<file path="config.mk">
export PLATFORM = sky130hd
export DESIGN_NAME = logic_reduce_pipe
export DESIGN_NICKNAME = d
export VERILOG_FILES = /design/src/rtl/logic_reduce_pipe.sv
export SDC_FILE = /design/constraint.sdc
export NUM_CORES = 1
export LEC_CHECK = 0
export CORE_UTILIZATION = 55
export DETAILED_ROUTE_END_ITERATION = 8
export PLACE_DENSITY = 0.8
export SKIP_CTS_REPAIR_TIMING = 1
export SLEW_MARGIN = 20
export SYNTH_ARGS = -nofsm -noshare
export SYNTH_HDL_FRONTEND = slang
export SYNTH_SLANG_ARGS = --single-unit
</file>
<file path="constraint.sdc">
create_clock -name clk -period 2.3 [get_ports clk]
set_input_delay 0.46 -clock clk [delete_from_list [all_inputs] [get_ports clk]]
set_output_delay 0.46 -clock clk [all_outputs]
set_load 0.01 [all_outputs]
</file>
<file path="src/rtl/logic_reduce_pipe.sv">
// Reduces each accepted vector to AND/OR/XOR/majority and queues the results, tagged, in a small FIFO.
// Optional self-test pattern generator compiled in with LOGIC_REDUCE_SELF_TEST_EN.
module logic_reduce_pipe #(
    parameter int WIDTH = 3,
    parameter int DEPTH = 4
) (
    input  logic                       clk,
    input  logic                       rst,
    input  logic                       in_valid,
    output logic                       in_ready,
    input  logic [WIDTH-1:0]           in_vec,
    output logic                       out_valid,
    input  logic                       out_ready,
    output logic                       out_and,
    output logic                       out_or,
    output logic                       out_xor,
    output logic                       out_maj,
    output logic [7:0]                 out_tag,
    output logic [$clog2(DEPTH):0]     level,
    input  logic                       st_start,
    output logic                       st_busy
);
    localparam int PW = $clog2(DEPTH);
    localparam int LW = PW + 1;

    typedef struct packed {
        logic [7:0] tag;
        logic       r_and;
        logic       r_or;
        logic       r_xor;
        logic       r_maj;
    } res_t;

    res_t             mem_q [DEPTH];
    res_t             mem_d [DEPTH];
    res_t             new_res;
    logic [PW-1:0]    wr_ptr_q, wr_ptr_d, rd_ptr_q, rd_ptr_d;
    logic [LW-1:0]    level_q, level_d;
    logic [7:0]       tag_q, tag_d;
    logic [WIDTH-1:0] push_vec;
    logic [4:0]       pop_cnt;
    logic             full, push_en, pop_en, st_push;

    assign full = (level_q == LW'(DEPTH));

`ifdef LOGIC_REDUCE_SELF_TEST_EN
    typedef enum logic {ST_IDLE, ST_RUN} st_state_t;
    st_state_t        st_state_q, st_state_d;
    logic [WIDTH-1:0] st_cnt_q, st_cnt_d;

    always_comb begin
        st_state_d = st_state_q;
        st_cnt_d   = st_cnt_q;
        st_push    = 1'b0;
        case (st_state_q)
            ST_IDLE: if (st_start) begin
                st_state_d = ST_RUN;
                st_cnt_d   = '0;
            end
            ST_RUN: if (!full) begin
                st_push = 1'b1;
                if (st_cnt_q == {WIDTH{1'b1}}) st_state_d = ST_IDLE;
                else                           st_cnt_d   = st_cnt_q + 1'b1;
            end
            default: st_state_d = ST_IDLE;
        endcase
    end

    always_ff @(posedge clk) begin
        if (rst) begin
            st_state_q <= ST_IDLE;
            st_cnt_q   <= '0;
        end else begin
            st_state_q <= st_state_d;
            st_cnt_q   <= st_cnt_d;
        end
    end

    assign st_busy  = (st_state_q == ST_RUN);
    assign push_vec = st_busy ? st_cnt_q : in_vec;
`else
    logic st_start_unused;
    assign st_start_unused = st_start;
    assign st_push         = 1'b0;
    assign st_busy         = 1'b0;
    assign push_vec        = in_vec;
`endif

    // No pass-through: a full FIFO refuses input even if the head pops this cycle.
    assign in_ready  = !full && !st_busy;
    assign out_valid = (level_q != '0);
    assign push_en   = (in_valid && in_ready) || st_push;
    assign pop_en    = out_valid && out_ready;

    always_comb begin
        pop_cnt = '0;
        for (int i = 0; i < WIDTH; i++) pop_cnt = pop_cnt + 5'(push_vec[i]);
        new_res.tag   = tag_q;
        new_res.r_and = &push_vec;
        new_res.r_or  = |push_vec;
        new_res.r_xor = ^push_vec;
        new_res.r_maj = (pop_cnt > 5'(WIDTH / 2));
    end

    always_comb begin
        for (int i = 0; i < DEPTH; i++) mem_d[i] = mem_q[i];
        wr_ptr_d = wr_ptr_q;
        rd_ptr_d = rd_ptr_q;
        tag_d    = tag_q;
        level_d  = level_q;
        if (push_en) begin
            mem_d[wr_ptr_q] = new_res;
            wr_ptr_d        = wr_ptr_q + 1'b1;
            tag_d           = tag_q + 8'd1;
        end
        if (pop_en) rd_ptr_d = rd_ptr_q + 1'b1;
        case ({push_en, pop_en})
            2'b10:   level_d = level_q + 1'b1;
            2'b01:   level_d = level_q - 1'b1;
            default: level_d = level_q;
        endcase
    end

    always_ff @(posedge clk) begin
        if (rst) begin
            wr_ptr_q <= '0;
            rd_ptr_q <= '0;
            level_q  <= '0;
            tag_q    <= '0;
        end else begin
            wr_ptr_q <= wr_ptr_d;
            rd_ptr_q <= rd_ptr_d;
            level_q  <= level_d;
            tag_q    <= tag_d;
        end
    end

    // Payload storage needs no reset; level gates visibility.
    always_ff @(posedge clk) begin
        for (int i = 0; i < DEPTH; i++) mem_q[i] <= mem_d[i];
    end

    assign out_and = mem_q[rd_ptr_q].r_and;
    assign out_or  = mem_q[rd_ptr_q].r_or;
    assign out_xor = mem_q[rd_ptr_q].r_xor;
    assign out_maj = mem_q[rd_ptr_q].r_maj;
    assign out_tag = mem_q[rd_ptr_q].tag;
    assign level   = level_q;
endmodule
</file>
After elaboration in Yosys (flattened, before gate mapping). Memories as Yosys holds them, arrays and structs flattened. A register that Yosys moved wholly into a read port is not among the register bits. Cells that the tools add are included.

Register bits: 15. Bits in writable memories: 48. Word-level logic and storage cells: 35. Memories kept: 1.

Memory list: mem_q (words 4, bits a word 12, read ports 5, clocked after Yosys merged registers in 1, write ports 4, line 34) `res_t mem_q [DEPTH];`.

Add/sub/neg operators: 7. $lt $le $gt $ge: 3. Equal/unequal tests: 3. Mux-type cells: 7. Bitwise logic cells: 1. Reduce and logical (&&, ||, !) cells: 9.

Operators with widths (count): 48-bit bitwise mux (1); 48-bit 2-to-1 mux (1); 12-bit demux with 2-bit select (1); 12-bit 2-to-1 mux (1); 8-bit by 1-bit adder with 8-bit output (second input constant) (1); 3-bit case mux with 2 select lines (1); 2-bit by 1-bit adder with 2-bit output (second input constant) (2); 2-bit 2-to-1 mux (2); 2-bit by 1-bit adder with 3-bit output (1); 3-bit by 1-bit adder with 3-bit output (second input constant) (1); 3-bit equality test (second input constant) (1); 3-bit greater-or-equal comparator (second input constant) (1); 3-bit by 1-bit > comparator with 1-bit output (second input constant) (1); 1-bit logical AND (3); 3-bit by 1-bit less-than comparator with 1-bit output (second input constant) (1); 2-bit inverter with 3-bit output (1); 3-bit AND reduction (1); 3-bit nonzero test (1); 3-bit OR reduction (1); 3-bit parity (1); 3-bit by 1-bit subtractor with 3-bit output (second input constant) (1); 1-bit by 1-bit adder with 2-bit output (1); 2-bit by 1-bit equality test with 1-bit output (second input constant) (1); 2-bit equality test (second input constant) (1); 2 further kinds (2).

Depth between registers and ports, before layout. Gate-level depths: netlist of run 1.

Depth in word-level cells: 7. Depth in mapped cells: 9. Gate-level depth less buffers: 9.

Least setup slack after synthesis of run 1. Ideal clock, no wire load.

Path type: reg2reg. Start: register level_q[2] (netlist: level[2]). End: register level_q[2] (netlist: level[2]). Data arrival time: 2.114 ns. Data required time: 2.230 ns. Setup slack: 0.116 ns. Stages on the path, launching flop included: 10. Path buffers: 0. Period minus slack after synthesis: 2.184 ns. Cell sequence: dfxtp_1 -> nor3b_2 -> inv_2 -> nand2_1 -> ha_1 -> inv_1 -> fa_1 -> xor2_1 -> or3_1 -> a21oi_1.

Longest elaborated chain between the ends: 5.

RTL lines: start: declaration (line 38) `logic [LW-1:0] level_q, level_d;`; start signal: assignment (line 133) `level_q <= level_d;`; 3-bit equality test * (line 44) `assign full = (level_q == LW'(DEPTH));`; 1-bit zero test * (line 90) `assign in_ready = !full && !st_busy;`; named net in_ready (line 10) `output logic in_ready,`; 1-bit logical AND * (line 92) `assign push_en = (in_valid && in_ready) || st_push;`; 2-bit by 1-bit equality test with 1-bit output or 2-bit equality test (tied branches) (line 117) `case ({push_en, pop_en})`; 3-bit case mux with 2 select lines or 2-bit nonzero test (tied branches).

The timed path passes the listed nets; every way through them passes the cells marked *. A chain may end at the register's enable or synchronous reset.

Worst setup path after layout of run 1.
Start: register level_q[0] (netlist: level[0]). End: register level_q[2] (netlist: level[2]).

Longest elaborated chain between the ends: 5.

RTL lines (line): 3-bit equality test (44); 1-bit zero test (90); 1-bit logical AND (92); 2-bit by 1-bit equality test with 1-bit output or 2-bit equality test (tied branches) (117); 3-bit case mux with 2 select lines or 2-bit nonzero test (tied branches).

Several ways; a longest one is shown, not always the timed one.

==> results.json, run 1 <==
{
  "netlist_instances": 166,
  "die_y_um": 71.3,
  "dr.pass1.iters": 6,
  "synth_nets": 184,
  "track_usage": 0.203,
  "final_common_cell": "edfxtp_1",
  "synthAdderAreaFrac": 0.0531,
  "start_util": 0.590,
  "power_frac_comb": 0.295,
  "antenna_left": 0,
  "cts_num_sinks": 65,
  "cpMaxStageDelayCell": "dfxtp_1",
  "leakage_nw": 1.21,
  "synthFlopType": "edfxtp_1",
  "fmax_ghz": 0.470,
  "viasPerCell": 5.72,
  "mostFrequentLayoutCells": "48 x edfxtp_1, 16 x dfxtp_1, 12 x mux4_2, 12 x dlymetal6s2s_1",
  "area_delta_synth_final_pct": 20.6,
  "postPlaceCellArea_um2": 3000,
  "synth-xor-area-share": 0.0133,
  "cp-start-kind": "flip-flop",
  "pin_count": 26,
  "rsz0062_at_grt": "false",
  "r2r_setup_slack_ns": 0.17,
  "clkLatencyLatePin_ns": 0.32,
  "critPathKind": "reg2reg",
  "muxShareOfSynthArea": 0.107,
  "place_ws_ns": -0.125,
  "whs_ns": 0.531,
  "dp_hpwl_mm": 3.03,
  "critPathMaxFanout": 10,
  "coreArea_um2": 4470,
  "yosys_warnings": 0,
  "synthTopCellsByArea": "edfxtp_1 55%, dfxtp_1 13%, mux4_2 10%",
  "synth_top_cell_by_area": "edfxtp_1",
  "drt-total-wl_mm": 4.53,
  "cts_max_level": 3,
  "run_status": "finished, violations left",
  "seq_power_share": 0.468,
  "peakVddDrop_mv": 0.705,
  "power_mw": 3.18,
  "die_area_um2": 5080,
  "max_stage_delay_ns": 0.39,
  "layout-drive-gt1-share": 0.187,
  "setup_viol": 0,
  "yosysSeqAreaShare": 0.675,
  "nNetsFinal": 222,
  "num_vias": 1492,
  "synth_compound_area_frac": 0.0493,
  "clk_pin_slew_ns": 0.06,
  "hold_class": "reg2reg",
  "synth_area_um2": 2640,
  "fin_area_um2": 3190,
  "netlist.area_leader.share": 0.546,
  "numPortBuffers": 23,
  "gp_congestion": 0.713,
  "fin_crit_ns": 2.13,
  "power_density_nw_per_um2": 997,
  "slew_viol_final": 0,
  "wire_per_inst_um": 17.3,
  "final_util": 0.712,
  "timing.final.crit_share": 0.925,
  "synthArstFlopShare": 0,
  "cts_root_buffer": "clkbuf_8",
  "crit_required_ns": 2.55,
  "drc": 1,
  "grt_pass1_vias": 1530,
  "power.switching_mw": 0.883,
  "cts_made_buffers": 9,
  "power.share.clock": 0.238,
  "synth_top_family_by_area": "multiplexers",
  "setup_ws_ns": 0.172,
  "worstPathCellList": "nor3b_4 > inv_2 > nand2_1 > ha_1 > inv_1 > fa_1 > xor2_1 > or3_1 > a21oi_1",
  "violations": "design-rule violations",
  "ys_ff_latch": 65,
  "synth_cell_types": 32,
  "die_x_um": 71.3,
  "synth.avg_cell_area_um2": 15.9,
  "cts_tree": "built",
  "cp_data_arrival_time_ns": 2.38,
  "hold_violations": 0,
  "antenna_found_initial": 0,
  "grt_pass1_wl_mm": 7.45,
  "synth_edf_count": 48,
  "cp-end-kind": "flip-flop",
  "placementRows": 24,
  "p_int_mw": 2.29,
  "drtIter0Drc": 66,
  "drv_cap": 0,
  "clockBufferDepth": 2,
  "antennaDiodeCount": 0,
  "clock_skew_ns": 0.00628,
  "gr-total-overflow": 0,
  "synth-simple-area-share": 0.0753,
  "switching_share": 0.278,
  "grt_max_degree": 16
}
metrics by stage:
step / TNS (ns) / std cells
2_1_floorplan: 0 / 166
3_3_place_gp: 0 / 245
3_5_place_dp: -0.125 / 245
4_1_cts: -0.239 / 261
5_1_grt: 0 / 261
6_report: 0 / 261
state kept, by name, summed over array words and instances, names as in the netlist, named ones only:
name and cells:
mem_q 48, tag_q 8, level 3, rd_ptr_q 2, wr_ptr_q 2
Yosys cell counts, types with 3 or more instances:
library cell / n
or3_1: 5
edfxtp_1: 48
and3_1: 4
nand3_1: 6
a21oi_1: 11
o21ai_0: 7
ha_1: 8
o31ai_1: 3
inv_1: 8
dfxtp_1: 17
xor2_1: 3
nor2_1: 7
mux4_2: 12
or4_1: 3
worst max-delay path: cells and delay by family, from the launching register on:
family | cells | cell delay, ns
and+or+nand+nor | 3 | 0.64
DFF | 1 | 0.39
adders and majority gates | 2 | 0.55
xor gates and xnor gates | 1 | 0.16
AOI/OAI and AO/OA | 1 | 0.14
buffers and inverters | 2 | 0.17
cells by family (layout without fill, tap and decap cells):
group	count (synthesis)	in the layout
buffers and inverters	16	59
muxes	13	13
other	1	1
adders and majority gates	10	10
DFF	65	65
AOI/OAI and AO/OA	23	23
xor gates and xnor gates	4	4
and+or+nand+nor	34	34
layout make-up:
type | instances | area (um^2)
tap | 52 | 65.1
fill | 294 | 1290
sequential | 65 | 1780
clock buffer | 10 | 128
multi-input combinational | 85 | 796
timing repair buffer | 34 | 355
inverter | 9 | 33.8
clock inverter | 6 | 25.0
metal layers:
metal / vias to the layer above / share of wire / track usage / wire length, um
met2: 43 / 0.56 / 0.352 / 2520
met1: 731 / 0.39 / 0.235 / 1770
met4: 0 / 0.014 / 0.116 / 63
met5: - / 0 / 0 / 0
met3: 6 / 0.039 / 0.0422 / 176
li1: 712 / - / - / -
worst paths after layout:
kind | cells after the start | startpoint | to
setup / recovery | 9 | level[0] | level[2]
hold / removal | 2 | wr_ptr_q[1] | wr_ptr_q[1]
setup reg to reg | 9 | level[0] | level[2]
hold reg to reg | 2 | wr_ptr_q[1] | wr_ptr_q[1]
power groups by stage:
stage / sequential [mW] / combinational [mW] / clock [mW]
after floorplan: 1.49 / 0.529 / 0
final: 1.49 / 0.937 / 0.755
after global routing: 1.50 / 1.02 / 0.830
after global placement: 1.49 / 0.941 / 0
after detailed placement: 1.51 / 0.971 / 0
after CTS: 1.48 / 0.974 / 0.774
No activity file was read; power rests on OpenSTA's default activity.
==> inputs of run 2 (changes only) <==
--- a/config.mk
+++ b/config.mk
@@ -7,7 +7,9 @@
 export LEC_CHECK = 0
 export CORE_UTILIZATION = 55
 export DETAILED_ROUTE_END_ITERATION = 8
-export PLACE_DENSITY = 0.8
+export DONT_BUFFER_PORTS = 1
+export PLACE_DENSITY = 0.73
+export RECOVER_POWER = 100
 export SKIP_CTS_REPAIR_TIMING = 1
 export SLEW_MARGIN = 20
 export SYNTH_ARGS = -nofsm -noshare
==> run 2 against run 1 <==
The flow now finishes without violations. Critical endpoint is now out_tag[0]. Cell count fell by 11%. Routed wire length fell by 8.6%. Die area did not move. Maximum frequency barely moved. Register-to-register slack barely moved. Hold slack got worse by 0.35 ns. Sequential share of layout area rose by 5.9 points. First-iteration DRC count rose by 55%.
==> results.json, run 2 (synthesized netlist as in run 1, its figures left out) <==
{
  "mostFrequentLayoutCells": "48 x edfxtp_1, 17 x dfxtp_1, 12 x mux4_2, 11 x a21oi_1, 9 x clkbuf_8",
  "critPathKind": "reg2out",
  "num_vias": 1356,
  "largest_reg_flops": 48,
  "drtIter0Drc": 102,
  "cp_data_arrival_time_ns": 1.67,
  "fin_crit_ns": 2.13,
  "layout-drive-gt1-share": 0.172,
  "die_y_um": 71.3,
  "crit_required_ns": 1.84,
  "cts_made_buffers": 9,
  "rr_worst_depth": 9,
  "dr.pass1.iters": 4,
  "clkLatencyLatePin_ns": 0.34,
  "wire_per_inst_um": 17.8,
  "run_status": "complete, no violations",
  "grt_pass1_wl_mm": 6.57,
  "dp_hpwl_mm": 2.66,
  "antennaDiodeCount": 0,
  "cts_max_level": 3,
  "drc": 0,
  "timing.rr.start": "level[0]",
  "cp-end-kind": "primary output",
  "hold_violations": 0,
  "critPathMaxFanout": 12,
  "whs_ns": 0.184,
  "peakVddDrop_mv": 0.749,
  "endpoint": "out_tag[0]",
  "setup_ws_ns": 0.170,
  "cts_num_sinks": 65,
  "hold_class": "in2reg",
  "coreArea_um2": 4470,
  "rsz0062_at_grt": "false",
  "die_x_um": 71.3,
  "placementRows": 24,
  "worst_pin_slew_ns": 0.687,
  "pin_count": 26,
  "setup_viol": 0,
  "die_area_um2": 5080,
  "area_delta_synth_final_pct": 9.00,
  "start_util": 0.590,
  "final.fill_count": 330,
  "drv_cap": 0,
  "power_density_nw_per_um2": 1050,
  "viasPerCell": 5.84,
  "final_common_cell": "edfxtp_1",
  "gp_congestion": 0.744,
  "leakage_nw": 0.972,
  "fin_setup_tns_ns": 0,
  "top_register": "mem_q",
  "cp-start-kind": "flip-flop",
  "gr-total-overflow": 0,
  "clock_skew_ns": 0.00770,
  "cts_tree": "built",
  "fmax_ghz": 0.469,
  "timing.final.crit_share": 0.926,
  "track_usage": 0.185,
  "antenna_left": 0,
  "final_util": 0.643,
  "r2r_setup_slack_ns": 0.18,
  "r2r_end": "level[2]",
  "numPortBuffers": 0,
  "antenna_found_initial": 0,
  "place_ws_ns": 0.180,
  "slew_viol_final": 0,
  "cts_root_buffer": "clkbuf_8",
  "clockBufferDepth": 2,
  "nNetsFinal": 193,
  "slew_headroom": 0.542,
  "grt_pass1_vias": 1352,
  "clk_pin_slew_ns": 0.07,
  "grt_max_degree": 18,
  "drt-total-wl_mm": 4.14
}
[run 2: changes by cell type in the layout (fill, tap and decap cells not counted), sizes merged]
cell	change
buf	-8
bufinv	+1
clkbuf	+3
clkdlybuf4s50	-11
clkinv	-2
dlymetal6s2s	-12
[run 2: area by class of cell]
| class | count | area [um^2] | share of cell area |
|---|---|---|---|
| multi-input combinational | 85 | 790 | 0.274 |
| timing repair buffer | 5 | 31.3 | 0.0109 |
| clock inverter | 5 | 46.3 | 0.0161 |
| tap | 52 | 65.1 | 0.0226 |
| inverter | 9 | 33.8 | 0.0117 |
| clock buffer | 11 | 131 | 0.0456 |
| sequential | 65 | 1780 | 0.619 |
[run 2: layer usage]
metal | global-route usage | vias to the layer above | wire (um)
met4 | 0.122 | 0 | 102
li1 | - | 650 | -
met2 | 0.292 | 34 | 2080
met1 | 0.225 | 663 | 1820
met3 | 0.0506 | 9 | 141
met5 | 0 | - | 0
[run 2: critical path: stages (launching register included)]
cell      delay (ns)
dfxtp_1         0.31
clkbuf_2        0.40
mux4_2          0.62
[run 2: how the worst min path moves through the flow]
stage                 from           end  slack (ns)  cells past startpoint
2_1_floorplan     tag_q[7]  mem_q[0][11]        0.47                      0
3_3_place_gp   wr_ptr_q[0]   wr_ptr_q[0]        0.49                      2
3_5_place_dp   wr_ptr_q[1]   wr_ptr_q[1]        0.51                      2
4_1_cts                rst      tag_q[7]        0.17                      1
5_1_grt                rst   wr_ptr_q[0]        0.17                      1
6_report               rst      tag_q[4]        0.18                      1
[run 2: report_power, final]
| part | switching (mW) | internal (mW) |
|---|---|---|
| sequential | 0.0650 | 1.39 |
| combinational | 0.379 | 0.295 |
| clock | 0.389 | 0.488 |
[run 2: per-stage QoR]
step / power (mW) / instances / instance area [um^2]
floorplan: 2.02 / 166 / 2640
global placement: 2.15 / 216 / 2710
detailed placement: 2.18 / 216 / 2710
CTS: 3.05 / 232 / 2890
global route: 3.15 / 232 / 2880
finish: 3.01 / 232 / 2880
==> inputs of run 3 (changes only) <==
--- a/config.mk
+++ b/config.mk
@@ -5,6 +5,7 @@
 export SDC_FILE = /design/constraint.sdc
 export NUM_CORES = 1
 export LEC_CHECK = 0
+export CORE_ASPECT_RATIO = 1.2
 export CORE_UTILIZATION = 55
 export DETAILED_ROUTE_END_ITERATION = 8
 export DONT_BUFFER_PORTS = 1
==> run 3 against run 2 <==
Cell count up 3.9%. Critical path depth grew 7. Die area hardly changed. Design area increased by 2.6%. Clock skew shrank 0.0011 ns. Hold slack better by 0.0099 ns. Global-route usage up 0.65 points. Combinational power up 1%. Routed wire length is 1.0% lower. Register-to-register slack improved by 0.08 ns. Via count decreased by 0.15%. Sequential power barely moved. Highest routed layer unchanged.
==> results.json, run 3 (synthesized netlist as in run 1, its figures left out) <==
{
  "start_util": 0.575,
  "multi_input_area_um2": 785,
  "drt-total-wl_mm": 4.10,
  "num_vias": 1354,
  "grt_max_degree": 18,
  "dp_hpwl_mm": 2.66,
  "antenna_found_initial": 0,
  "max_stage_delay_ns": 0.37,
  "worst_pin_slew_ns": 0.781,
  "clock_skew_ns": 0.00661,
  "power.share.clock": 0.343,
  "cp-start-kind": "flip-flop",
  "wl_met2_mm": 2.22,
  "drc": 0,
  "slew_headroom": 0.480,
  "fmax_ghz": 0.489,
  "cts_tree": "built",
  "critPathKind": "reg2reg",
  "crit_required_ns": 2.56,
  "seq_area_um2": 1780,
  "finalNonFillerCells": 241,
  "power.switching_mw": 0.843,
  "cp_data_arrival_time_ns": 2.30,
  "die_area_um2": 5080,
  "nNetsFinal": 196,
  "gr-total-overflow": 0,
  "setup_viol": 0,
  "dpl.cell_count": 225,
  "crit_buf_inv": 2,
  "antenna_left": 0,
  "final_common_cell": "edfxtp_1",
  "rsz0062_at_grt": "false",
  "top_layer_used": "met4",
  "timing.final.crit_share": 0.889,
  "placementRows": 27,
  "dr_wl_met3_um": 207,
  "power_frac_comb": 0.209,
  "layout-drive-gt1-share": 0.180,
  "fin_crit_ns": 2.04,
  "p_int_mw": 2.42,
  "track_usage": 0.191,
  "path_delay_family": "simple AND/OR/NAND/NOR gates",
  "numPortBuffers": 0,
  "hold_violations": 0,
  "wire_per_inst_um": 17.0,
  "cts_root_buffer": "clkbuf_8",
  "die_x_um": 65.3,
  "coreArea_um2": 4590,
  "hold_class": "in2reg",
  "peakVddDrop_mv": 0.744,
  "area_delta_synth_final_pct": 11.8,
  "dr.pass1.iters": 5,
  "die_y_um": 77.9,
  "wl_met1_mm": 1.62,
  "fin_setup_tns_ns": 0,
  "critPathMaxFanout": 2,
  "antennaDiodeCount": 0,
  "run_status": "complete, no violations",
  "clkLatencyLatePin_ns": 0.33,
  "gp_congestion": 0.768,
  "r2r_setup_slack_ns": 0.26,
  "clk_pin_slew_ns": 0.07,
  "clockBufferDepth": 2,
  "cts_num_sinks": 65,
  "grt_pass1_wl_mm": 6.85,
  "grt_pass1_vias": 1454,
  "cts_made_buffers": 9,
  "slew_viol_final": 0,
  "mostFrequentLayoutCells": "48 x edfxtp_1, 17 x dfxtp_1, 12 x mux4_2, 11 x a21oi_1, 9 x clkbuf_8",
  "viasPerCell": 5.62,
  "cp-end-kind": "flip-flop",
  "drv_cap": 0,
  "seq_power_share": 0.447,
  "leakage_nw": 1.00,
  "cts_max_level": 3,
  "pin_count": 26,
  "top_register": "mem_q",
  "switching_share": 0.259,
  "power_density_nw_per_um2": 1100,
  "largest_reg_flops": 48,
  "final.fill_count": 346,
  "drtIter0Drc": 59,
  "cpMaxStageDelayCell": "fa_1",
  "worstPathCellList": "nor3b_1 > inv_2 > nand2_1 > ha_1 > inv_1 > fa_1 > xor2_1 > or3_1 > a21oi_1"
}
-- run 3: stage by stage --
step	hold WS, ns	utilization	setup WS (ns)	area, um^2	power [mW]
detailed placement	0.514	0.596	0.312	2740	2.19
global route	0.168	0.643	0.125	2950	3.42
floorplan	0.474	-	0.116	2640	2.02
global placement	0.493	0.596	0.397	2740	2.15
CTS	0.179	0.647	0.282	2970	3.31
finish	0.194	0.643	0.256	2950	3.26
-- run 3: worst paths after layout --
path            start       end  cells after the start
min               rst  tag_q[7]                      1
max reg2reg  level[2]  level[2]                      9
max          level[2]  level[2]                      9
min reg2reg  tag_q[7]  tag_q[7]                      2
-- run 3: power groups by stage --
stage               Combinational [mW]  Sequential, mW  Clock (mW)
finish                           0.682            1.46        1.12
global route                     0.754            1.47        1.19
CTS                              0.712            1.46        1.14
detailed placement               0.708            1.49           0
global placement                 0.680            1.47           0
floorplan                        0.529            1.49           0
-- run 3: layout make-up --
type | count | area share
tap | 58 | 0.0246
inverter | 9 | 0.0114
clock buffer | 11 | 0.0445
timing repair buffer | 8 | 0.0153
sequential | 65 | 0.603
multi-input combinational | 85 | 0.266
clock inverter | 5 | 0.0352
-- run 3: per-layer routing --
layer / track usage / vias up
li1: - / 655
met1: 0.222 / 654
met2: 0.310 / 38
met3: 0.0706 / 7
met4: 0.0891 / 0
met5: 0 / -
-- run 3: worst register-to-register path, cell delays in order, from the launching register on --
cell and delay (ns):
dfxtp_1 0.33, nor3b_1 0.29, inv_2 0.06, nand2_1 0.07, ha_1 0.19, inv_1 0.06
fa_1 0.37, xor2_1 0.16, or3_1 0.31, a21oi_1 0.14
